File: config.mk
export PLATFORM = sky130hd
export DESIGN_NAME = mc_control_hs
export DESIGN_NICKNAME = d
export VERILOG_FILES = /design/src/rtl/mc_control_hs.sv
export SDC_FILE = /design/constraint.sdc
export NUM_CORES = 1
export LEC_CHECK = 0
export BUFFER_PORTS_ARGS = -buffer_cell sky130_fd_sc_hd__buf_4
export CAP_MARGIN = 30
export CORE_ASPECT_RATIO = 1.1
export CORE_MARGIN = 2
export CORE_UTILIZATION = 58
export CTS_CLUSTER_SIZE = 40
export DETAILED_ROUTE_END_ITERATION = 8
export GPL_ROUTABILITY_DRIVEN = 0
export PLACE_DENSITY = 0.86
export SYNTH_ARGS = -nofsm -noshare
export SYNTH_HDL_FRONTEND = slang
export SYNTH_SLANG_ARGS = --single-unit
File: constraint.sdc
create_clock -name CLK -period 5.7 [get_ports CLK]
set_input_delay 0.285 -clock CLK [delete_from_list [all_inputs] [get_ports CLK]]
set_output_delay 0.285 -clock CLK [all_outputs]
set_load 0.01 [all_outputs]
File: src/rtl/mc_control_hs.sv
// Multi-cycle RV32I control unit: ready-handshaked fetch and data access with timeout,
// folded ALU-control decode, illegal-encoding traps and a retired-instruction counter.
module mc_control_hs #(
    parameter int unsigned CNT_W    = 32,
    parameter bit          EN_UPPER = 1'b1,
    parameter int unsigned TIMEOUT  = 15
) (
    input  logic             CLK,
    input  logic             RST,
    input  logic [6:0]       OPCODE,
    input  logic [2:0]       FUNCT3,
    input  logic [6:0]       FUNCT7,
    input  logic             IM_READY,
    input  logic             DM_READY,
    output logic             PCWrite,
    output logic             Branch,
    output logic             IMRead,
    output logic             IRWrite,
    output logic             RegWrite,
    output logic             MemRead,
    output logic             MemWrite,
    output logic             MemToReg,
    output logic             ALUOutWrite,
    output logic             SaveSig,
    output logic             NullLSB,
    output logic [1:0]       ALUSrcA,
    output logic [2:0]       ALUSrcB,
    output logic [3:0]       ALUCtl,
    output logic             Trap,
    output logic [1:0]       TrapCause,
    output logic [CNT_W-1:0] Retired
);
    localparam int unsigned WAIT_W = (TIMEOUT == 0) ? 1 : $clog2(TIMEOUT + 1);
    localparam logic [WAIT_W-1:0] WAIT_LAST = WAIT_W'((TIMEOUT == 0) ? 0 : TIMEOUT - 1);

    localparam logic [3:0] S_FETCH  = 4'd0;
    localparam logic [3:0] S_DECODE = 4'd1;
    localparam logic [3:0] S_JTGT   = 4'd2;
    localparam logic [3:0] S_JRTGT  = 4'd3;
    localparam logic [3:0] S_JPC    = 4'd4;
    localparam logic [3:0] S_BR     = 4'd5;
    localparam logic [3:0] S_LDA    = 4'd6;
    localparam logic [3:0] S_LDM    = 4'd7;
    localparam logic [3:0] S_LDW    = 4'd8;
    localparam logic [3:0] S_STA    = 4'd9;
    localparam logic [3:0] S_STM    = 4'd10;
    localparam logic [3:0] S_OPI    = 4'd11;
    localparam logic [3:0] S_OPR    = 4'd12;
    localparam logic [3:0] S_LUI_X  = 4'd13;
    localparam logic [3:0] S_WB     = 4'd14;
    localparam logic [3:0] S_TRAP   = 4'd15;

    localparam logic [6:0] OP_LUI    = 7'b0110111;
    localparam logic [6:0] OP_AUIPC  = 7'b0010111;
    localparam logic [6:0] OP_JAL    = 7'b1101111;
    localparam logic [6:0] OP_JALR   = 7'b1100111;
    localparam logic [6:0] OP_BRANCH = 7'b1100011;
    localparam logic [6:0] OP_LOAD   = 7'b0000011;
    localparam logic [6:0] OP_STORE  = 7'b0100011;
    localparam logic [6:0] OP_IMM    = 7'b0010011;
    localparam logic [6:0] OP_REG    = 7'b0110011;

    localparam logic [3:0] ALU_ADD  = 4'b0000;
    localparam logic [3:0] ALU_SUB  = 4'b0001;
    localparam logic [3:0] ALU_SLT  = 4'b0010;
    localparam logic [3:0] ALU_SGE  = 4'b0011;
    localparam logic [3:0] ALU_SLTU = 4'b0100;
    localparam logic [3:0] ALU_SGEU = 4'b0101;
    localparam logic [3:0] ALU_XOR  = 4'b0110;
    localparam logic [3:0] ALU_AND  = 4'b0111;
    localparam logic [3:0] ALU_OR   = 4'b1000;
    localparam logic [3:0] ALU_SLL  = 4'b1001;
    localparam logic [3:0] ALU_SRL  = 4'b1010;
    localparam logic [3:0] ALU_SRA  = 4'b1011;
    localparam logic [3:0] ALU_EQ   = 4'b1100;
    localparam logic [3:0] ALU_NE   = 4'b1101;

    logic [3:0]        state;
    logic [3:0]        next_state;
    logic [1:0]        cause;
    logic [1:0]        next_cause;
    logic [WAIT_W-1:0] wait_cnt;
    logic              wait_ready;
    logic              timeout_hit;
    logic              f7_zero;
    logic              f7_alt;
    logic              in_opr;
    logic [3:0]        op_ctl;
    logic              op_bad;
    logic [3:0]        br_ctl;
    logic              br_bad;

    assign f7_zero     = (FUNCT7 == 7'b0000000);
    assign f7_alt      = (FUNCT7 == 7'b0100000);
    assign in_opr      = (state == S_OPR);
    assign wait_ready  = (state == S_FETCH) ? IM_READY : DM_READY;
    assign timeout_hit = (TIMEOUT != 0) && (wait_cnt == WAIT_LAST);
    assign Trap        = (state == S_TRAP);
    assign TrapCause   = cause;

    // OP-IMM leaves FUNCT7 unchecked except on shifts, where it selects SRL/SRA
    always_comb begin
        op_ctl = ALU_ADD;
        op_bad = 1'b0;
        case (FUNCT3)
            3'b000: begin
                if (in_opr && f7_alt) op_ctl = ALU_SUB;
                op_bad = in_opr && !f7_zero && !f7_alt;
            end
            3'b001: begin op_ctl = ALU_SLL;  op_bad = !f7_zero; end
            3'b010: begin op_ctl = ALU_SLT;  op_bad = in_opr && !f7_zero; end
            3'b011: begin op_ctl = ALU_SLTU; op_bad = in_opr && !f7_zero; end
            3'b100: begin op_ctl = ALU_XOR;  op_bad = in_opr && !f7_zero; end
            3'b101: begin
                op_ctl = f7_alt ? ALU_SRA : ALU_SRL;
                op_bad = !f7_zero && !f7_alt;
            end
            3'b110: begin op_ctl = ALU_OR;   op_bad = in_opr && !f7_zero; end
            default: begin op_ctl = ALU_AND; op_bad = in_opr && !f7_zero; end
        endcase
    end

    always_comb begin
        br_ctl = ALU_EQ;
        br_bad = 1'b0;
        case (FUNCT3)
            3'b000:  br_ctl = ALU_EQ;
            3'b001:  br_ctl = ALU_NE;
            3'b100:  br_ctl = ALU_SLT;
            3'b101:  br_ctl = ALU_SGE;
            3'b110:  br_ctl = ALU_SLTU;
            3'b111:  br_ctl = ALU_SGEU;
            default: br_bad = 1'b1;
        endcase
    end

    always_comb begin
        next_state  = state;
        next_cause  = 2'b00;
        PCWrite     = 1'b0;
        Branch      = 1'b0;
        IMRead      = 1'b0;
        IRWrite     = 1'b0;
        RegWrite    = 1'b0;
        MemRead     = 1'b0;
        MemWrite    = 1'b0;
        MemToReg    = 1'b0;
        ALUOutWrite = 1'b0;
        SaveSig     = 1'b0;
        NullLSB     = 1'b0;
        ALUSrcA     = 2'b00;
        ALUSrcB     = 3'b000;
        ALUCtl      = ALU_ADD;
        case (state)
            S_FETCH: begin
                IMRead      = 1'b1;
                IRWrite     = IM_READY;
                ALUSrcB     = 3'b001;
                ALUOutWrite = 1'b1;
                if (IM_READY) next_state = S_DECODE;
                else if (timeout_hit) begin
                    next_state = S_TRAP;
                    next_cause = 2'b10;
                end
            end
            S_DECODE: begin
                if (OPCODE == OP_JAL || OPCODE == OP_JALR) begin
                    RegWrite   = 1'b1;
                    SaveSig    = 1'b1;
                    next_state = (OPCODE == OP_JAL) ? S_JTGT : S_JRTGT;
                end else begin
                    PCWrite     = 1'b1;
                    ALUOutWrite = 1'b1;
                    ALUSrcB     = (OPCODE == OP_AUIPC) ? 3'b110 : 3'b011;
                    case (OPCODE)
                        OP_BRANCH: next_state = S_BR;
                        OP_LOAD:   next_state = S_LDA;
                        OP_STORE:  next_state = S_STA;
                        OP_IMM:    next_state = S_OPI;
                        OP_REG:    next_state = S_OPR;
                        OP_LUI:    next_state = EN_UPPER ? S_LUI_X : S_TRAP;
                        OP_AUIPC:  next_state = EN_UPPER ? S_WB : S_TRAP;
                        default:   next_state = S_TRAP;
                    endcase
                    if (next_state == S_TRAP) begin
                        PCWrite     = 1'b0;
                        ALUOutWrite = 1'b0;
                        ALUSrcB     = 3'b000;
                        next_cause  = 2'b01;
                    end
                end
            end
            S_JTGT: begin
                ALUSrcB     = 3'b101;
                ALUOutWrite = 1'b1;
                next_state  = S_JPC;
            end
            S_JRTGT: begin
                ALUSrcA     = 2'b01;
                ALUSrcB     = 3'b100;
                NullLSB     = 1'b1;
                ALUOutWrite = 1'b1;
                next_state  = S_JPC;
            end
            S_JPC: begin
                PCWrite    = 1'b1;
                next_state = S_FETCH;
            end
            S_BR: begin
                if (br_bad) begin
                    next_state = S_TRAP;
                    next_cause = 2'b11;
                end else begin
                    ALUSrcA    = 2'b01;
                    Branch     = 1'b1;
                    ALUCtl     = br_ctl;
                    next_state = S_FETCH;
                end
            end
            S_LDA, S_STA: begin
                ALUSrcA     = 2'b01;
                ALUSrcB     = (state == S_LDA) ? 3'b100 : 3'b010;
                ALUOutWrite = 1'b1;
                next_state  = (state == S_LDA) ? S_LDM : S_STM;
            end
            S_LDM, S_STM: begin
                MemRead  = (state == S_LDM);
                MemWrite = (state == S_STM);
                if (DM_READY) next_state = (state == S_LDM) ? S_LDW : S_FETCH;
                else if (timeout_hit) begin
                    next_state = S_TRAP;
                    next_cause = 2'b10;
                end
            end
            S_LDW: begin
                RegWrite   = 1'b1;
                MemToReg   = 1'b1;
                SaveSig    = 1'b1;
                next_state = S_FETCH;
            end
            S_OPI, S_OPR: begin
                if (op_bad) begin
                    next_state = S_TRAP;
                    next_cause = 2'b11;
                end else begin
                    ALUSrcA     = 2'b01;
                    ALUSrcB     = (state == S_OPI) ? 3'b100 : 3'b000;
                    ALUOutWrite = 1'b1;
                    ALUCtl      = op_ctl;
                    next_state  = S_WB;
                end
            end
            S_LUI_X: begin
                ALUSrcA     = 2'b10;
                ALUSrcB     = 3'b110;
                ALUOutWrite = 1'b1;
                next_state  = S_WB;
            end
            S_WB: begin
                RegWrite   = 1'b1;
                SaveSig    = 1'b1;
                next_state = S_FETCH;
            end
            default: next_state = S_TRAP;
        endcase
    end

    always_ff @(posedge CLK or posedge RST) begin
        if (RST) begin
            state    <= S_FETCH;
            cause    <= 2'b00;
            wait_cnt <= '0;
            Retired  <= '0;
        end else begin
            state <= next_state;
            if (next_state == S_TRAP && state != S_TRAP) cause <= next_cause;
            if (next_state != state &&
                (next_state == S_FETCH || next_state == S_LDM || next_state == S_STM))
                wait_cnt <= '0;
            else if ((state == S_FETCH || state == S_LDM || state == S_STM) && !wait_ready)
                wait_cnt <= wait_cnt + WAIT_W'(1);
            // only BR, JPC, LDW, STM and WB ever return to FETCH
            if (state != S_FETCH && next_state == S_FETCH)
                Retired <= Retired + CNT_W'(1);
        end
    end
endmodule
==> results by group <==
Worst setup path
  • Crit Path Max Fanout: 26
  • CP arrival: ~2.8 ns
  • Critical path data required time: 5.41 ns
  • CP endpoint kind: output pin
  • Worst setup path class: register to output pin
  • Type of origin of the critical path: register

Power and ir drop
  • Worst VDD drop: between 0.15 and 0.2 mV
  • Leakage: 1.766 nW
  • Total power: 1.487 mW
  • PwrDens: 406.2 mW/mm2

Routing
  • DRC: 0
  • Pre-antenna DRT Iters: 4
  • ANT nets after route: 0
  • Iteration-0 DRC Markers: roughly 240
  • DR vias: 2807
  • Routed len/inst: 15.34 um
  • Final wirelength: 7194 um
  • DR vias/cell: around 6.0

Timing
  • Final setup violation count: 0
  • Worst-Margin Slew: around 0.87 ns
  • Fin Clk Skew: approximately 0.006 ns
  • Final hold violation count: 0
  • Setup TNS: 0 ns
  • RSZ-0062 raised after global routing: false
  • Hold_ws: 0.1138 ns
  • Max Fclk: ~320 MHz
  • Min Tclk post-route: just over 3 ns
  • Final max-slew violation count: 0
  • Worst slew margin: 0.4209
  • Crit share post-route: 0.5427

Clock tree
  • Cts hold-fix bufs: 0
  • H-tree depth: 2
  • CTS tree: built
  • Worst-case clock buffer depth: 2
  • Root buffer cell: clkbuf_8
  • Post-CTS Setup Bufs: 0
  • CTS Sinks: 42
  • CTS resizes: 0
  • Clk_lat worst skew: about 0.3 ns
  • Clock Pin Slew Worst Setup and Hold Paths: around 0.080 ns
  • TritonCTS buffer count: 5

Run status
  • Status: finished clean

Place
  • Buffers on Ports: between 70 and 80
  • Placement-stage cell area: between 0.003 and 0.004 mm2
  • DP Wirelength: slightly above 5000 um

Logic synthesis
  • Post-synthesis sequential area ratio: 0.3491
  • Cell Area, Synth: 0.003010 mm2
  • Syn nets: 370
  • Synth Instances: 346
  • Post-synthesis register bit count: between 40 and 50
  • Syn Area/Cell: 8.701 um2
  • Top_reg_cell synth: dfrtp_1
  • Fraction of registers with async set/reset: 1.000
  • Netlist cell types: 68
  • Number of synthesized flops with an enable pin: 0
  • Ys Warns: 0

Hold path
  • Worst hold path class: primary input to asynchronous set/reset pin

Final layout
  • Final instance area: between 0.003 and 0.004 mm2
  • Final net count: 434
  • Post-layout util: 0.7320
  • Share of cells above drive strength 1: 0.2555
  • Area Overhead vs Synth: 21.57%
  • Antenna fix cells: 0

Floorplan
  • DIE HEIGHT: ~80 um
  • Initial core utilization: 0.6021
  • Die Wd: 72.69 um
  • Die area: between 0.005 and 0.006 mm2
  • Num rows: 27
  • Core Footprint: about 0.005 mm2
  • I/O Pins: 76

Global route
  • Largest net degree at the start of global routing: 43
  • Number of global-route vias before repair: 2538
  • Overflow after GRT: 0
  • GRT Util Overall: 0.2539
  • Initial antenna violation count: 0
  • Global-route wire length before repair: approximately 12000 um

Run
  • Number of max-cap violations: 0
## kinds of logic (layout without fill, tap and decap cells)
family / after synthesis / count (layout) / share of synthesized area
muxes: 1 / 1 / 0.003740
DFF: 42 / 42 / 0.3491
and+or+nand+nor: 156 / 156 / 0.2976
adders and majority gates: 3 / 3 / 0.01247
buffers and inverters: 39 / 104 / 0.05902
AOI/OAI and AO/OA: 68 / 68 / 0.1704
xor gates and xnor gates: 37 / 37 / 0.1076
## worst max-delay path, stage by stage (launching register included)
cell	delay, ns
dfrtp_1	0.79
nand2_1	0.26
o32a_1	0.38
a21oi_1	0.30
nor2_1	0.17
nor2_1	0.17
o21ai_0	0.09
a32o_1	0.21
buf_4	0.14
## per-stage QoR
stage	cells	setup WS, ns
after floorplan	346	3.383
after detailed placement	461	2.760
final	469	2.607
after CTS	469	2.658
after global routing	469	2.434
after global placement	461	2.847
## cell usage after synthesis (3+ instances only)
master	instances	area share
inv_1	19	0.024
ha_1	3	0.012
xor2_1	27	0.079
o22ai_1	5	0.010
nor3_1	20	0.033
a21oi_1	7	0.012
clkbuf_1	6	0.0075
nor4b_1	3	0.0087
nor3b_1	5	0.012
and3_1	5	0.010
nand3_1	12	0.020
buf_2	7	0.012
and3b_1	3	0.0087
a21o_1	3	0.0075
xnor2_1	10	0.029
nor4_1	4	0.0083
nand2_1	35	0.044
nor2b_1	7	0.015
nand2b_1	9	0.019
nand4_1	5	0.010
nor2_1	27	0.034
o2111ai_1	4	0.012
dfrtp_1	42	0.35
o21ai_0	17	0.028
o21a_1	3	0.0075
## worst paths after layout
path	startpoint	end	slack [ns]	cells past startpoint
max	state[3]$_DFF_PP0_	ALUCtl[1]	2.61	8
min	RST	Retired[5]$_DFFE_PP0P_	0.11	3
max reg2reg	state[0]$_DFF_PP0_	wait_cnt[3]$_DFFE_PP0P_	2.67	8
min reg2reg	Retired[31]$_DFFE_PP0P_	Retired[31]$_DFFE_PP0P_	0.48	1
max in group asynchronous	RST	Retired[18]$_DFFE_PP0P_	5.23	3
min in group CLK	OPCODE[6]	TrapCause[0]$_DFFE_PP0P_	0.39	3
## final cells by class
| cell class | count | area [um2] |
|---|---|---|
| fillers | 371 | 1340 |
| well taps | 58 | 72.57 |
| clock buffers | 5 | 68.82 |
| flip-flops and latches | 42 | 1051 |
| multi-input cells | 265 | 1782 |
| inverters | 20 | 75.07 |
| repair buffers | 76 | 570.5 |
| clock inverters | 3 | 40.04 |
## sequential cells by signal, summed over array words and instances, names as in the netlist
| signal | flops |
|---|---|
| TrapCause | 2 |
| state | 4 |
| Retired | 32 |
| wait_cnt | 4 |
## metal layers
layer	wire length, um	global-route usage	share of wire
met5	0	0	0
met4	102	0.08148	0.014
met3	450	0.03535	0.063
met2	3508	0.4191	0.49
met1	3132	0.3431	0.44
## power breakdown
group	switching [mW]	total (mW)	leakage, nW	internal (mW)
Sequential	0.123	0.471	0.539	0.348
Clock	0.104	0.233	0.0579	0.129
Combinational	0.450	0.782	1.17	0.332
Total	0.677	1.49	1.77	0.809
## cells in the final DEF (no fill, tap or decap), types with 4 or more instances in the layout
| cell | synthesis | layout |
|---|---|---|
| nand3_1 | 12 | 12 |
| xor2_1 | 27 | 27 |
| nor2_1 | 27 | 27 |
| dfrtp_1 | 42 | 42 |
| and3_1 | 5 | 5 |
| a21oi_1 | 7 | 7 |
| buf_4 | 2 | 76 |
| nor3b_1 | 5 | 5 |
| nor4_1 | 4 | 4 |
| nand2b_1 | 9 | 9 |
| o2111ai_1 | 4 | 4 |
| nand4_1 | 5 | 5 |
| xnor2_1 | 10 | 10 |
| nor2b_1 | 7 | 7 |
| clkbuf_8 | 0 | 5 |
| o22ai_1 | 5 | 5 |
| nor3_1 | 20 | 20 |
| inv_1 | 19 | 19 |
| o21ai_0 | 17 | 17 |
| nand2_1 | 35 | 35 |
(Power assumes the default switching activity.)
